### config.mk
export PLATFORM = sky130hd
export DESIGN_NAME = mem_arb_ctrl_flat
export DESIGN_NICKNAME = d
export VERILOG_FILES = /design/src/rtl/mem_arb_ctrl_pkg.sv /design/src/rtl/mem_arb_ctrl_if.sv /design/src/rtl/mem_arb_ctrl_rr.sv /design/src/rtl/mem_arb_ctrl.sv /design/src/flat_wrapper.sv
export SDC_FILE = /design/constraint.sdc
export NUM_CORES = 1
export LEC_CHECK = 0
export ABC_CLOCK_PERIOD_IN_PS = 3290
export CORE_UTILIZATION = 44
export DETAILED_ROUTE_END_ITERATION = 6
export PLACE_DENSITY = 0.73
export SETUP_SLACK_MARGIN = 0.05
export SYNTH_ARGS = -nofsm -noshare
export SYNTH_HDL_FRONTEND = slang
export SYNTH_SLANG_ARGS = --single-unit
### constraint.sdc
create_clock -name clk -period 3.29 [get_ports clk]
set_clock_uncertainty 0.1 [all_clocks]
set_input_delay 0.4935 -clock clk [delete_from_list [all_inputs] [get_ports clk]]
set_output_delay 0.4935 -clock clk [all_outputs]
set_load 0.01 [all_outputs]
### src/rtl/mem_arb_ctrl_pkg.sv
// Shared types and constants for the byte-serial multi-channel memory controller.
package mem_arb_ctrl_pkg;

  localparam int unsigned BYTE_W   = 8;
  localparam int unsigned WORD_W   = 32;
  localparam int unsigned LEN_BITS = 3;
  localparam int unsigned CNT_W    = 3;

  localparam logic [LEN_BITS-1:0] LEN_B = 3'd1;
  localparam logic [LEN_BITS-1:0] LEN_H = 3'd2;
  localparam logic [LEN_BITS-1:0] LEN_W = 3'd4;

  localparam logic MEM_READ  = 1'b0;
  localparam logic MEM_WRITE = 1'b1;

  localparam logic [WORD_W-1:0] ZERO_WORD = '0;

  typedef enum logic [1:0] {
    ST_IDLE = 2'd0,
    ST_RD   = 2'd1,
    ST_WR   = 2'd2
  } state_e;

  typedef struct packed {
    logic [LEN_BITS-1:0] len;
    logic [WORD_W-1:0]   wdata;
  } txn_t;

  typedef struct packed {
    logic       valid;
    logic [1:0] idx;
  } rd_tag_t;

  function automatic logic len_legal(input logic [LEN_BITS-1:0] len);
    return (len == LEN_B) || (len == LEN_H) || (len == LEN_W);
  endfunction

endpackage

### src/rtl/mem_arb_ctrl_if.sv
// Requester and RAM/IO bus bundle; slave = controller side, master = requesters + memory.
interface mem_arb_ctrl_if #(
  parameter int unsigned NCH    = 2,
  parameter int unsigned ADDR_W = 32
);
  import mem_arb_ctrl_pkg::*;

  logic [NCH-1:0]          req_i;
  logic [NCH-1:0]          we_i;
  logic [NCH*ADDR_W-1:0]   addr_i;
  logic [NCH*WORD_W-1:0]   wdata_i;
  logic [NCH*LEN_BITS-1:0] len_i;
  logic [WORD_W-1:0]       rdata_o;
  logic [NCH-1:0]          done_o;
  logic                    busy_o;
  logic                    io_buffer_full;
  logic [BYTE_W-1:0]       mem_din;
  logic [BYTE_W-1:0]       mem_dout;
  logic [ADDR_W-1:0]       mem_addr_o;
  logic                    mem_wr;

  modport slave (
    input  req_i, we_i, addr_i, wdata_i, len_i, io_buffer_full, mem_din,
    output rdata_o, done_o, busy_o, mem_dout, mem_addr_o, mem_wr
  );

  modport master (
    output req_i, we_i, addr_i, wdata_i, len_i, io_buffer_full, mem_din,
    input  rdata_o, done_o, busy_o, mem_dout, mem_addr_o, mem_wr
  );

endinterface

### src/rtl/mem_arb_ctrl_rr.sv
// NCH-wide grant selector: fixed lowest-index priority or round-robin after the last grant.
module mem_arb_ctrl_rr #(
  parameter int unsigned NCH   = 2,
  parameter int unsigned RR    = 0,
  parameter int unsigned IDX_W = 1
) (
  input  logic             clk,
  input  logic             rst,
  input  logic [NCH-1:0]   req_i,
  input  logic             upd_i,
  output logic [NCH-1:0]   gnt_c,
  output logic [IDX_W-1:0] idx_c,
  output logic             any_c
);

  logic [IDX_W-1:0] ptr_q;
  int unsigned      cand;

  // Search starts just after the last granted channel when round-robin is enabled.
  always_comb begin
    gnt_c = '0;
    idx_c = '0;
    any_c = 1'b0;
    cand  = 0;
    for (int unsigned i = 0; i < NCH; i++) begin
      cand = (RR != 0) ? ((32'(ptr_q) + 32'd1 + i) % NCH) : i;
      if (!any_c && req_i[cand]) begin
        any_c       = 1'b1;
        gnt_c[cand] = 1'b1;
        idx_c       = IDX_W'(cand);
      end
    end
  end

  always_ff @(posedge clk) begin
    if (rst) begin
      ptr_q <= '0;
    end else if (upd_i && any_c) begin
      ptr_q <= idx_c;
    end
  end

endmodule

### src/rtl/mem_arb_ctrl.sv
// Byte-serial memory controller: arbitrates NCH requesters onto one 8-bit RAM/IO port,
// one 1/2/4-byte load or store at a time.
module mem_arb_ctrl
  import mem_arb_ctrl_pkg::*;
#(
  parameter int unsigned NCH    = 2,
  parameter int unsigned ADDR_W = 32,
  parameter int unsigned RD_LAT = 1,
  parameter int unsigned RR     = 0
) (
  input logic           clk,
  input logic           rst,
  mem_arb_ctrl_if.slave bus
);

  localparam int unsigned IDX_W = (NCH > 1) ? $clog2(NCH) : 1;

  state_e            state_q;
  txn_t              txn_q;
  logic [ADDR_W-1:0] addr_q;
  logic [NCH-1:0]    gnt_q;
  logic [IDX_W-1:0]  ch_q;
  logic [CNT_W-1:0]  iss_q;
  logic [CNT_W-1:0]  rcv_q;
  logic [WORD_W-1:0] acc_q;
  rd_tag_t           pipe_q [RD_LAT];

  logic [WORD_W-1:0] rdata_q;
  logic [NCH-1:0]    done_q;
  logic              busy_q;
  logic [BYTE_W-1:0] dout_q;
  logic [ADDR_W-1:0] maddr_q;
  logic              wr_q;

  logic [NCH-1:0]      elig_c;
  logic [NCH-1:0]      gnt_c;
  logic [IDX_W-1:0]    gnt_idx_c;
  logic                any_c;
  logic [ADDR_W-1:0]   sel_addr_c;
  logic [WORD_W-1:0]   sel_wdata_c;
  logic [LEN_BITS-1:0] sel_len_c;
  logic                sel_we_c;

  // A channel completed last cycle is masked so it must drop its request first.
  assign elig_c = bus.req_i & ~done_q;

  mem_arb_ctrl_rr #(
    .NCH   (NCH),
    .RR    (RR),
    .IDX_W (IDX_W)
  ) u_arb (
    .clk   (clk),
    .rst   (rst),
    .req_i (elig_c),
    .upd_i (state_q == ST_IDLE),
    .gnt_c (gnt_c),
    .idx_c (gnt_idx_c),
    .any_c (any_c)
  );

  always_comb begin
    sel_addr_c  = bus.addr_i[32'(gnt_idx_c) * ADDR_W +: ADDR_W];
    sel_wdata_c = bus.wdata_i[32'(gnt_idx_c) * WORD_W +: WORD_W];
    sel_len_c   = bus.len_i[32'(gnt_idx_c) * LEN_BITS +: LEN_BITS];
    sel_we_c    = bus.we_i[gnt_idx_c];
  end

  assign bus.rdata_o    = rdata_q;
  assign bus.done_o     = done_q;
  assign bus.busy_o     = busy_q;
  assign bus.mem_dout   = dout_q;
  assign bus.mem_addr_o = maddr_q;
  assign bus.mem_wr     = wr_q;

  always_ff @(posedge clk) begin
    if (rst) begin
      state_q <= ST_IDLE;
      txn_q   <= '0;
      addr_q  <= '0;
      gnt_q   <= '0;
      ch_q    <= '0;
      iss_q   <= '0;
      rcv_q   <= '0;
      acc_q   <= '0;
      rdata_q <= ZERO_WORD;
      done_q  <= '0;
      busy_q  <= 1'b0;
      dout_q  <= '0;
      maddr_q <= '0;
      wr_q    <= MEM_READ;
      for (int unsigned i = 0; i < RD_LAT; i++) pipe_q[i] <= '0;
    end else begin
      done_q <= '0;
      // Read-return pipeline: each issued address surfaces RD_LAT edges later.
      for (int unsigned i = 1; i < RD_LAT; i++) pipe_q[i] <= pipe_q[i-1];
      pipe_q[0] <= '0;
      if (pipe_q[RD_LAT-1].valid) begin
        acc_q[BYTE_W * 32'(pipe_q[RD_LAT-1].idx) +: BYTE_W] <= bus.mem_din;
        rcv_q <= rcv_q + CNT_W'(1);
      end

      case (state_q)
        ST_IDLE: begin
          if (any_c) begin
            gnt_q  <= gnt_c;
            ch_q   <= gnt_idx_c;
            txn_q  <= '{len: sel_len_c, wdata: sel_wdata_c};
            addr_q <= sel_addr_c;
            acc_q  <= '0;
            rcv_q  <= '0;
            iss_q  <= '0;
            if (!len_legal(sel_len_c)) begin
              done_q  <= gnt_c;
              rdata_q <= ZERO_WORD;
            end else if (sel_we_c == MEM_READ) begin
              state_q   <= ST_RD;
              busy_q    <= 1'b1;
              maddr_q   <= sel_addr_c;
              iss_q     <= CNT_W'(1);
              pipe_q[0] <= '{valid: 1'b1, idx: 2'd0};
            end else begin
              state_q <= ST_WR;
              busy_q  <= 1'b1;
              if (!bus.io_buffer_full) begin
                wr_q    <= MEM_WRITE;
                maddr_q <= sel_addr_c;
                dout_q  <= sel_wdata_c[BYTE_W-1:0];
                iss_q   <= CNT_W'(1);
              end
            end
          end
        end

        ST_RD: begin
          if (!bus.req_i[ch_q]) begin
            state_q <= ST_IDLE;
            busy_q  <= 1'b0;
            maddr_q <= '0;
            for (int unsigned i = 0; i < RD_LAT; i++) pipe_q[i] <= '0;
          end else if (rcv_q == txn_q.len) begin
            state_q <= ST_IDLE;
            busy_q  <= 1'b0;
            done_q  <= gnt_q;
            rdata_q <= acc_q;
            maddr_q <= '0;
          end else if (iss_q < txn_q.len) begin
            maddr_q   <= addr_q + ADDR_W'(iss_q);
            iss_q     <= iss_q + CNT_W'(1);
            pipe_q[0] <= '{valid: 1'b1, idx: iss_q[1:0]};
          end else begin
            maddr_q <= '0;
          end
        end

        ST_WR: begin
          if (iss_q == txn_q.len) begin
            state_q <= ST_IDLE;
            busy_q  <= 1'b0;
            done_q  <= gnt_q;
            wr_q    <= MEM_READ;
            maddr_q <= '0;
            dout_q  <= '0;
          end else if (bus.io_buffer_full) begin
            wr_q    <= MEM_READ;
            maddr_q <= '0;
            dout_q  <= '0;
          end else begin
            wr_q    <= MEM_WRITE;
            maddr_q <= addr_q + ADDR_W'(iss_q);
            dout_q  <= txn_q.wdata[BYTE_W * 32'(iss_q[1:0]) +: BYTE_W];
            iss_q   <= iss_q + CNT_W'(1);
          end
        end

        default: state_q <= ST_IDLE;
      endcase
    end
  end

endmodule

### src/flat_wrapper.sv
// flat-port wrapper written by rule: the top's interface ports become plain ports
module mem_arb_ctrl_flat import mem_arb_ctrl_pkg::*;
#(
  parameter int unsigned NCH    = 2,
  parameter int unsigned ADDR_W = 32,
  parameter int unsigned RD_LAT = 1,
  parameter int unsigned RR     = 0
)
  (clk, rst, bus_req_i, bus_we_i, bus_addr_i, bus_wdata_i, bus_len_i, bus_io_buffer_full, bus_mem_din, bus_rdata_o, bus_done_o, bus_busy_o, bus_mem_dout, bus_mem_addr_o, bus_mem_wr);
  mem_arb_ctrl_if #(.NCH(NCH), .ADDR_W(ADDR_W)) bus_i ();
  input logic clk;
  input logic rst;
  input wire logic [$bits(bus_i.req_i)-1:0] bus_req_i;
  input wire logic [$bits(bus_i.we_i)-1:0] bus_we_i;
  input wire logic [$bits(bus_i.addr_i)-1:0] bus_addr_i;
  input wire logic [$bits(bus_i.wdata_i)-1:0] bus_wdata_i;
  input wire logic [$bits(bus_i.len_i)-1:0] bus_len_i;
  input wire logic [$bits(bus_i.io_buffer_full)-1:0] bus_io_buffer_full;
  input wire logic [$bits(bus_i.mem_din)-1:0] bus_mem_din;
  output wire logic [$bits(bus_i.rdata_o)-1:0] bus_rdata_o;
  output wire logic [$bits(bus_i.done_o)-1:0] bus_done_o;
  output wire logic [$bits(bus_i.busy_o)-1:0] bus_busy_o;
  output wire logic [$bits(bus_i.mem_dout)-1:0] bus_mem_dout;
  output wire logic [$bits(bus_i.mem_addr_o)-1:0] bus_mem_addr_o;
  output wire logic [$bits(bus_i.mem_wr)-1:0] bus_mem_wr;
  assign bus_i.req_i = bus_req_i;
  assign bus_i.we_i = bus_we_i;
  assign bus_i.addr_i = bus_addr_i;
  assign bus_i.wdata_i = bus_wdata_i;
  assign bus_i.len_i = bus_len_i;
  assign bus_i.io_buffer_full = bus_io_buffer_full;
  assign bus_i.mem_din = bus_mem_din;
  assign bus_rdata_o = bus_i.rdata_o;
  assign bus_done_o = bus_i.done_o;
  assign bus_busy_o = bus_i.busy_o;
  assign bus_mem_dout = bus_i.mem_dout;
  assign bus_mem_addr_o = bus_i.mem_addr_o;
  assign bus_mem_wr = bus_i.mem_wr;
  mem_arb_ctrl #(.NCH(NCH), .ADDR_W(ADDR_W), .RD_LAT(RD_LAT), .RR(RR)) u_core (.clk(clk), .rst(rst), .bus(bus_i));
endmodule
==> results of run 1 <==
critical path: stages:
cell and delay [ps]:
clkdlybuf4s50_1 470, and2b_4 220, a22o_4 270, o22ai_2 170, a21o_1 190, nor3b_4 1020
a22o_1 260
sequential cells by signal, summed over array words and instances, names as in the netlist:
signal and flops:
u_core.acc_q 32, u_core.addr_q 32, u_core.bus.busy_o 1, u_core.bus.done_o 2
u_core.bus.mem_addr_o 32, u_core.bus.mem_dout 8, u_core.bus.mem_wr 1, u_core.bus.rdata_o 32
u_core.ch_q 1, u_core.gnt_q 1, u_core.iss_q 3, u_core.pipe_q 3
u_core.rcv_q 3, u_core.state_q 2, u_core.txn_q 35
per-layer routing:
| layer | global-route usage | up-vias | part of all wire |
|---|---|---|---|
| li1 | - | 3763 | - |
| met4 | 0.0673 | 0 | 0.016 |
| met2 | 0.399 | 223 | 0.48 |
| met3 | 0.0562 | 30 | 0.061 |
| met5 | 0 | - | 0 |
| met1 | 0.293 | 3510 | 0.45 |
layout by cell type, fill, tap and decap left out, drive strengths merged, types with 21 or more instances in the layout:
master / Yosys / routed
a22o: 36 / 36
xnor2: 21 / 21
nor2: 111 / 111
mux2i: 73 / 73
dfxtp: 188 / 188
nand2: 98 / 98
a211oi: 28 / 28
nor3: 41 / 41
buf: 25 / 23
a22oi: 32 / 32
inv: 17 / 26
o21ai: 73 / 73
clkdlybuf4s50: 0 / 223
layout make-up:
type                       count  area (um2)
fill                        1667        7200
timing repair buffer         246        2400
multi-input combinational    669        4570
clock buffer                  17         425
sequential                   188        3760
tap                          260         325
clock inverter                15         206
inverter                      17        63.8
logic make-up after synthesis:
family | share of synthesized area
mux | 0.106
compound gates | 0.182
flops | 0.437
xor+xnor | 0.0376
simple gates | 0.174
fa+ha+maj | 0.0270
buf+inv | 0.0372
final timing paths:
kind,startpoint,slack (ps),to,depth (start not counted)
worst max-delay path,bus_req_i[1],470,u_core.bus.rdata_o[19]$_SDFFE_PP0P_,7
worst min register to register,u_core.txn_q[20]$_SDFFE_PP0P_,350,u_core.txn_q[20]$_SDFFE_PP0P_,2
worst min-delay path,u_core.txn_q[20]$_SDFFE_PP0P_,350,u_core.txn_q[20]$_SDFFE_PP0P_,2
worst max register to register,u_core.iss_q[0]$_SDFFE_PP0P_,550,u_core.bus.mem_addr_o[19]$_SDFFE_PP0P_,9
through the flow:
| stage | instances | total power [mW] |
|---|---|---|
| 6_report | 1412 | 6.40 |
| 5_1_grt | 1412 | 6.72 |
| 4_1_cts | 1412 | 6.44 |
| 3_5_place_dp | 1380 | 4.31 |
| 3_3_place_gp | 1380 | 4.28 |
| 2_1_floorplan | 930 | 3.63 |
power groups by stage:
stage          combinational [mW]  sequential, mW  clock (mW)
3_3_place_gp                 1.55            2.73           0
5_1_grt                      1.72            2.72        2.28
2_1_floorplan               0.881            2.75           0
6_report                     1.57            2.69        2.14
3_5_place_dp                 1.57            2.74           0
4_1_cts                      1.59            2.69        2.17
==> run summary, run 1 <==
layout cell share with drive strength beyond 1 -> 0.0868
Final min period -> 2820 ps
Peak VDD IR -> 0.000328 V
WHS -> 353 ps
vias in the first global route -> 7272
outcome -> finished clean
Flop pwr share -> 0.420
1st-pass router iterations -> 7
initial drt markers -> 514
worst endpoint required time -> 3570 ps
Worst Max-Slew Pin Slew -> 1260 ps
Peak Freq -> 355 MHz
H-tree levels -> 4
Nets -> 1306
drt drc -> 0
Synth area leaders -> dfxtp_1 (44%), mux2i_1 (8.5%), nor2_1 (4.8%), o21ai_0 (4.2%), nand2_1 (4.2%)
Die Area -> 20200 um2
grt total ovfl -> 0
WL/cell -> 16.2 um
Main synth FF type -> dfxtp_1
Post-synth top cells -> dfxtp_1 (188), nor2_1 (110), nand2_1 (96), mux2i_1 (73), o21ai_0 (73)
flops & latches, synth -> 188
initial core utilization -> 0.455
crit start category -> primary input
CTS buffer count -> 17
GR Util All Layers -> 0.234
routed wire length -> 22.8 mm
# setup viols final -> 0
first-pass GRT wire length -> 37.1 mm
switching share of power -> 0.322
Net Count, Synth -> 1097
Max Cap Viol -> 0
Post-Synthesis Cells -> 930
pwr dens -> 544 nW/um2
Tcrit/Tclk final -> 0.856
root buffer cell -> clkbuf_16
pre-CTS setup slack -> 44.0 ps
number of flops mapped to enable cells by yosys -> 0
clk sinks -> 188
Yosys top cell by area -> dfxtp_1
largest buffer count on any clock path -> 2
Die Span X -> 142 um
final core occ -> 0.620
cell area after synthesis -> 8620 um2
max-slew violation count -> 0
Detail Placement HPWL -> 16.4 mm
cell area after layout -> 11800 um2
Async SR Flop Fraction -> 0
CP Class -> in2reg
synthesized area per cell -> 9.27 um2
postcts setup bufs -> 0
Layout area overhead -> 36.4%
Core ar. -> 19000 um2
clk_lat worst skew -> 440 ps
post-place instance area -> 11100 um2
Synth top area share -> 0.437
Slew headroom -> 0.162
maximum number of pins on one net before global-route repair -> 68
post-synth cell types -> 61
# rows -> 50
CP Data Arrival Time -> 3100 ps
worst-path fanout max -> 32
Worst setup EP type -> flip-flop
final hold vios -> 0
Worst Hold Class -> reg2reg
Pint -> 4.34 mW
NetSw -> 2.06 mW
CTS Hold Bufs -> 0
leakage -> 4.60 nW
synth warn -> 0
ant diodes -> 0
via count -> 7526
vias per cell -> 5.33
unrepaired setup endpoints after global routing -> no
final setup margin -> 473 ps
top-level I/O count -> 225
CTS tree -> yes
input/output buffers -> 224
setup_tns -> 0 ps
sequential fraction of the synthesis area -> 0.437
number of antenna violations at the first check in global routing -> 0
CTS clock-pin slew for the worst setup and hold paths -> 80 ps
Comb power frac -> 0.246
Placer Congestion -> 0.865
Clk pwr share -> 0.334
most frequent cell after synthesis -> dfxtp_1
CTS resizes -> 0
die extent in y -> 142 um
Final ANT Viol Nets -> 0
Note: power is estimated with default switching activity, not from simulation.
==> run 2, diff against run 1 <==
--- a/config.mk
+++ b/config.mk
@@ -13,3 +13,4 @@
 export SYNTH_ARGS = -nofsm -noshare
 export SYNTH_HDL_FRONTEND = slang
 export SYNTH_SLANG_ARGS = --single-unit
+export TNS_END_PERCENT = 30
==> results of run 2 <==
Final layout, timing and power as in run 1 (identical DEF).
==> run 3, diff against run 2 <==
--- a/config.mk
+++ b/config.mk
@@ -6,8 +6,10 @@
 export NUM_CORES = 1
 export LEC_CHECK = 0
 export ABC_CLOCK_PERIOD_IN_PS = 3290
+export CORE_MARGIN = 3
 export CORE_UTILIZATION = 44
 export DETAILED_ROUTE_END_ITERATION = 6
+export GPL_TIMING_DRIVEN = 0
 export PLACE_DENSITY = 0.73
 export SETUP_SLACK_MARGIN = 0.05
 export SYNTH_ARGS = -nofsm -noshare
==> run summary, run 3 (synthesis gave the netlist of run 1 again) <==
Worst Max-Slew Pin Slew -> 862 ps (-394 ps)
commonest non-fill, non-tap cell in the layout -> clkdlybuf4s50_1
Layout area overhead -> 37.3%
CTS buffer count -> 17 (unchanged)
max-slew violation count -> 0 (unchanged)
CP max stage delay -> 420 ps (-600 ps)
pwr dens -> 542 nW/um2 (-0.29%)
Tcrit/Tclk final -> 0.810 (-0.0463)
Nets -> 1342 (+2.8%)
final core occ -> 0.624 (+0.00403)
Storage cell area -> 3760 um2 (unchanged)
layout cell share with drive strength beyond 1 -> 0.0833 (-0.00347)
via count -> 7800 (+3.6%)
worst reg2reg path depth -> 8 (-1)
# setup viols final -> 0 (unchanged)
vias per cell -> 5.39 (+1.1%)
1st-pass router iterations -> 5 (-2)
Placer Congestion -> 0.881 (+1.9%)
clk sinks -> 188 (unchanged)
ant diodes -> 0 (unchanged)
met2 Track Usage GR -> 0.372 (-0.0266)
top-level I/O count -> 225 (unchanged)
number of antenna violations at the first check in global routing -> 2 (+2)
final hold vios -> 0 (unchanged)
vias in the first global route -> 7586 (+4.3%)
Detail Placement HPWL -> 18.9 mm (+15%)
root buffer cell -> clkbuf_16
CTS Hold Bufs -> 0 (unchanged)
Min-Delay Path Depth -> 2 (unchanged)
Final ANT Viol Nets -> 0 (unchanged)
unrepaired setup endpoints after global routing -> no
outcome -> finished clean
input/output buffers -> 223 (-0.45%)
Final min period -> 2660 ps (-152 ps)
# rows -> 50 (unchanged)
setup_tns -> 0 ps (unchanged)
# fillers -> 1657 (-0.60%)
routed wire length -> 24.8 mm (+8.5%)
Peak Freq -> 375 MHz (+5.7%)
met1 usage -> 0.301 (+0.00821)
Worst setup EP type -> flip-flop
crit-path cells -> buf_2, inv_1, ha_1, and3_1, o21ai_0, nand4_1, or3_1, a21oi_1
CP Data Arrival Time -> 2920 ps (-180 ps)
WHS -> 357 ps (+3.91 ps)
die extent in y -> 146 um (+2.8%)
worst-path fanout max -> 10 (-69%)
CTS clock-pin slew for the worst setup and hold paths -> 70 ps (about the same)
Max Cap Viol -> 0 (unchanged)
initial drt markers -> 425 (-17%)
max FFs per register -> 35 (unchanged)
GR Util All Layers -> 0.229 (-0.00482)
initial core utilization -> 0.455 (unchanged)
crit start category -> flip-flop
Slew headroom -> 0.420 (+0.259)
Crit-path slowest cell -> or3_1
largest buffer count on any clock path -> 2 (unchanged)
Core ar. -> 19000 um2 (unchanged)
most frequent cells in the layout -> clkdlybuf4s50_1 (223), dfxtp_1 (188), nor2_1 (110)
met3 GRT Util -> 0.0604 (+0.00423)
first-pass GRT wire length -> 39.7 mm (+7.1%)
grt total ovfl -> 0 (unchanged)
leakage -> 4.62 nW (+0.52%)
Worst Hold Class -> reg2reg
drt drc -> 0 (unchanged)
maximum number of pins on one net before global-route repair -> 21 (-69%)
worst endpoint required time -> 3550 ps (-20 ps)
Largest Register -> u_core.txn_q
H-tree levels -> 4 (unchanged)
WL/cell -> 17.1 um (+5.8%)
CTS tree -> yes
Die Area -> 21300 um2 (+5.7%)
clk_lat worst skew -> 430 ps (about the same)
multi-input logic area -> 4550 um2 (-0.49%)
CP Class -> reg2reg
Top Usage Layer GRT -> met2
Peak VDD IR -> 0.000294 V (-10%)
Die Span X -> 146 um (+2.8%)
-- run 3: changes by cell type in the layout (fill, tap and decap cells not counted), sizes merged --
cell,delta
buf,+5
clkbuf,+31
bufinv,+1
inv,-2
clkinvlp,+1
-- run 3: critical path: cells and delay by family, from the launching register on --
kind	cells	cell delay (ps)
AO/OA/AOI/OAI	2	390
adder cells (fa/ha/maj)	1	330
buffers and inverters	2	500
flip-flops	1	380
AND/OR/NAND/NOR	3	900
-- run 3: repair_timing --
item	in CTS	in global routing
buffers inserted	0	3
endpoints found under the hold margin	0	0
resized for setup	0	1
endpoints found under the setup margin	0	20
-- run 3: area by class of cell --
cell class / count / share of cell area
multi-input cells: 669 / 0.384
plain buffers: 56 / 0.0217
flip-flops and latches: 188 / 0.318
repair buffers: 226 / 0.190
inverters: 17 / 0.00539
well taps: 260 / 0.0275
clock buffers: 17 / 0.0359
clock inverters: 15 / 0.0166
-- run 3: metrics by stage --
step	area (um2)	power (mW)	std cells	setup slack, ps
global route	11800	6.74	1448	363
global placement	11200	4.31	1413	258
finish	11800	6.42	1448	625
detailed placement	11200	4.34	1413	251
CTS	11800	6.45	1445	210
floorplan	8620	3.63	930	929
-- run 3: final timing paths --
kind	end	from	slack, ps
max	u_core.iss_q[2]$_SDFFE_PP0P_	u_core.iss_q[0]$_SDFFE_PP0P_	630
min	u_core.txn_q[9]$_SDFFE_PP0P_	u_core.txn_q[9]$_SDFFE_PP0P_	360
max reg2reg	u_core.iss_q[2]$_SDFFE_PP0P_	u_core.iss_q[0]$_SDFFE_PP0P_	630
min reg2reg	u_core.txn_q[9]$_SDFFE_PP0P_	u_core.txn_q[9]$_SDFFE_PP0P_	360
-- run 3: power breakdown --
part | switching (mW) | internal [mW]
clock | 1.02 | 1.10
combinational | 0.839 | 0.765
sequential | 0.173 | 2.52
-- run 3: layer usage --
| layer | vias to the layer above | wire (um) | share of wire |
|---|---|---|---|
| met5 | - | 27 | 0.0011 |
| met4 | 4 | 426 | 0.017 |
| met3 | 37 | 1850 | 0.075 |
| met2 | 302 | 11600 | 0.47 |
| met1 | 3620 | 10900 | 0.44 |
| li1 | 3837 | - | - |
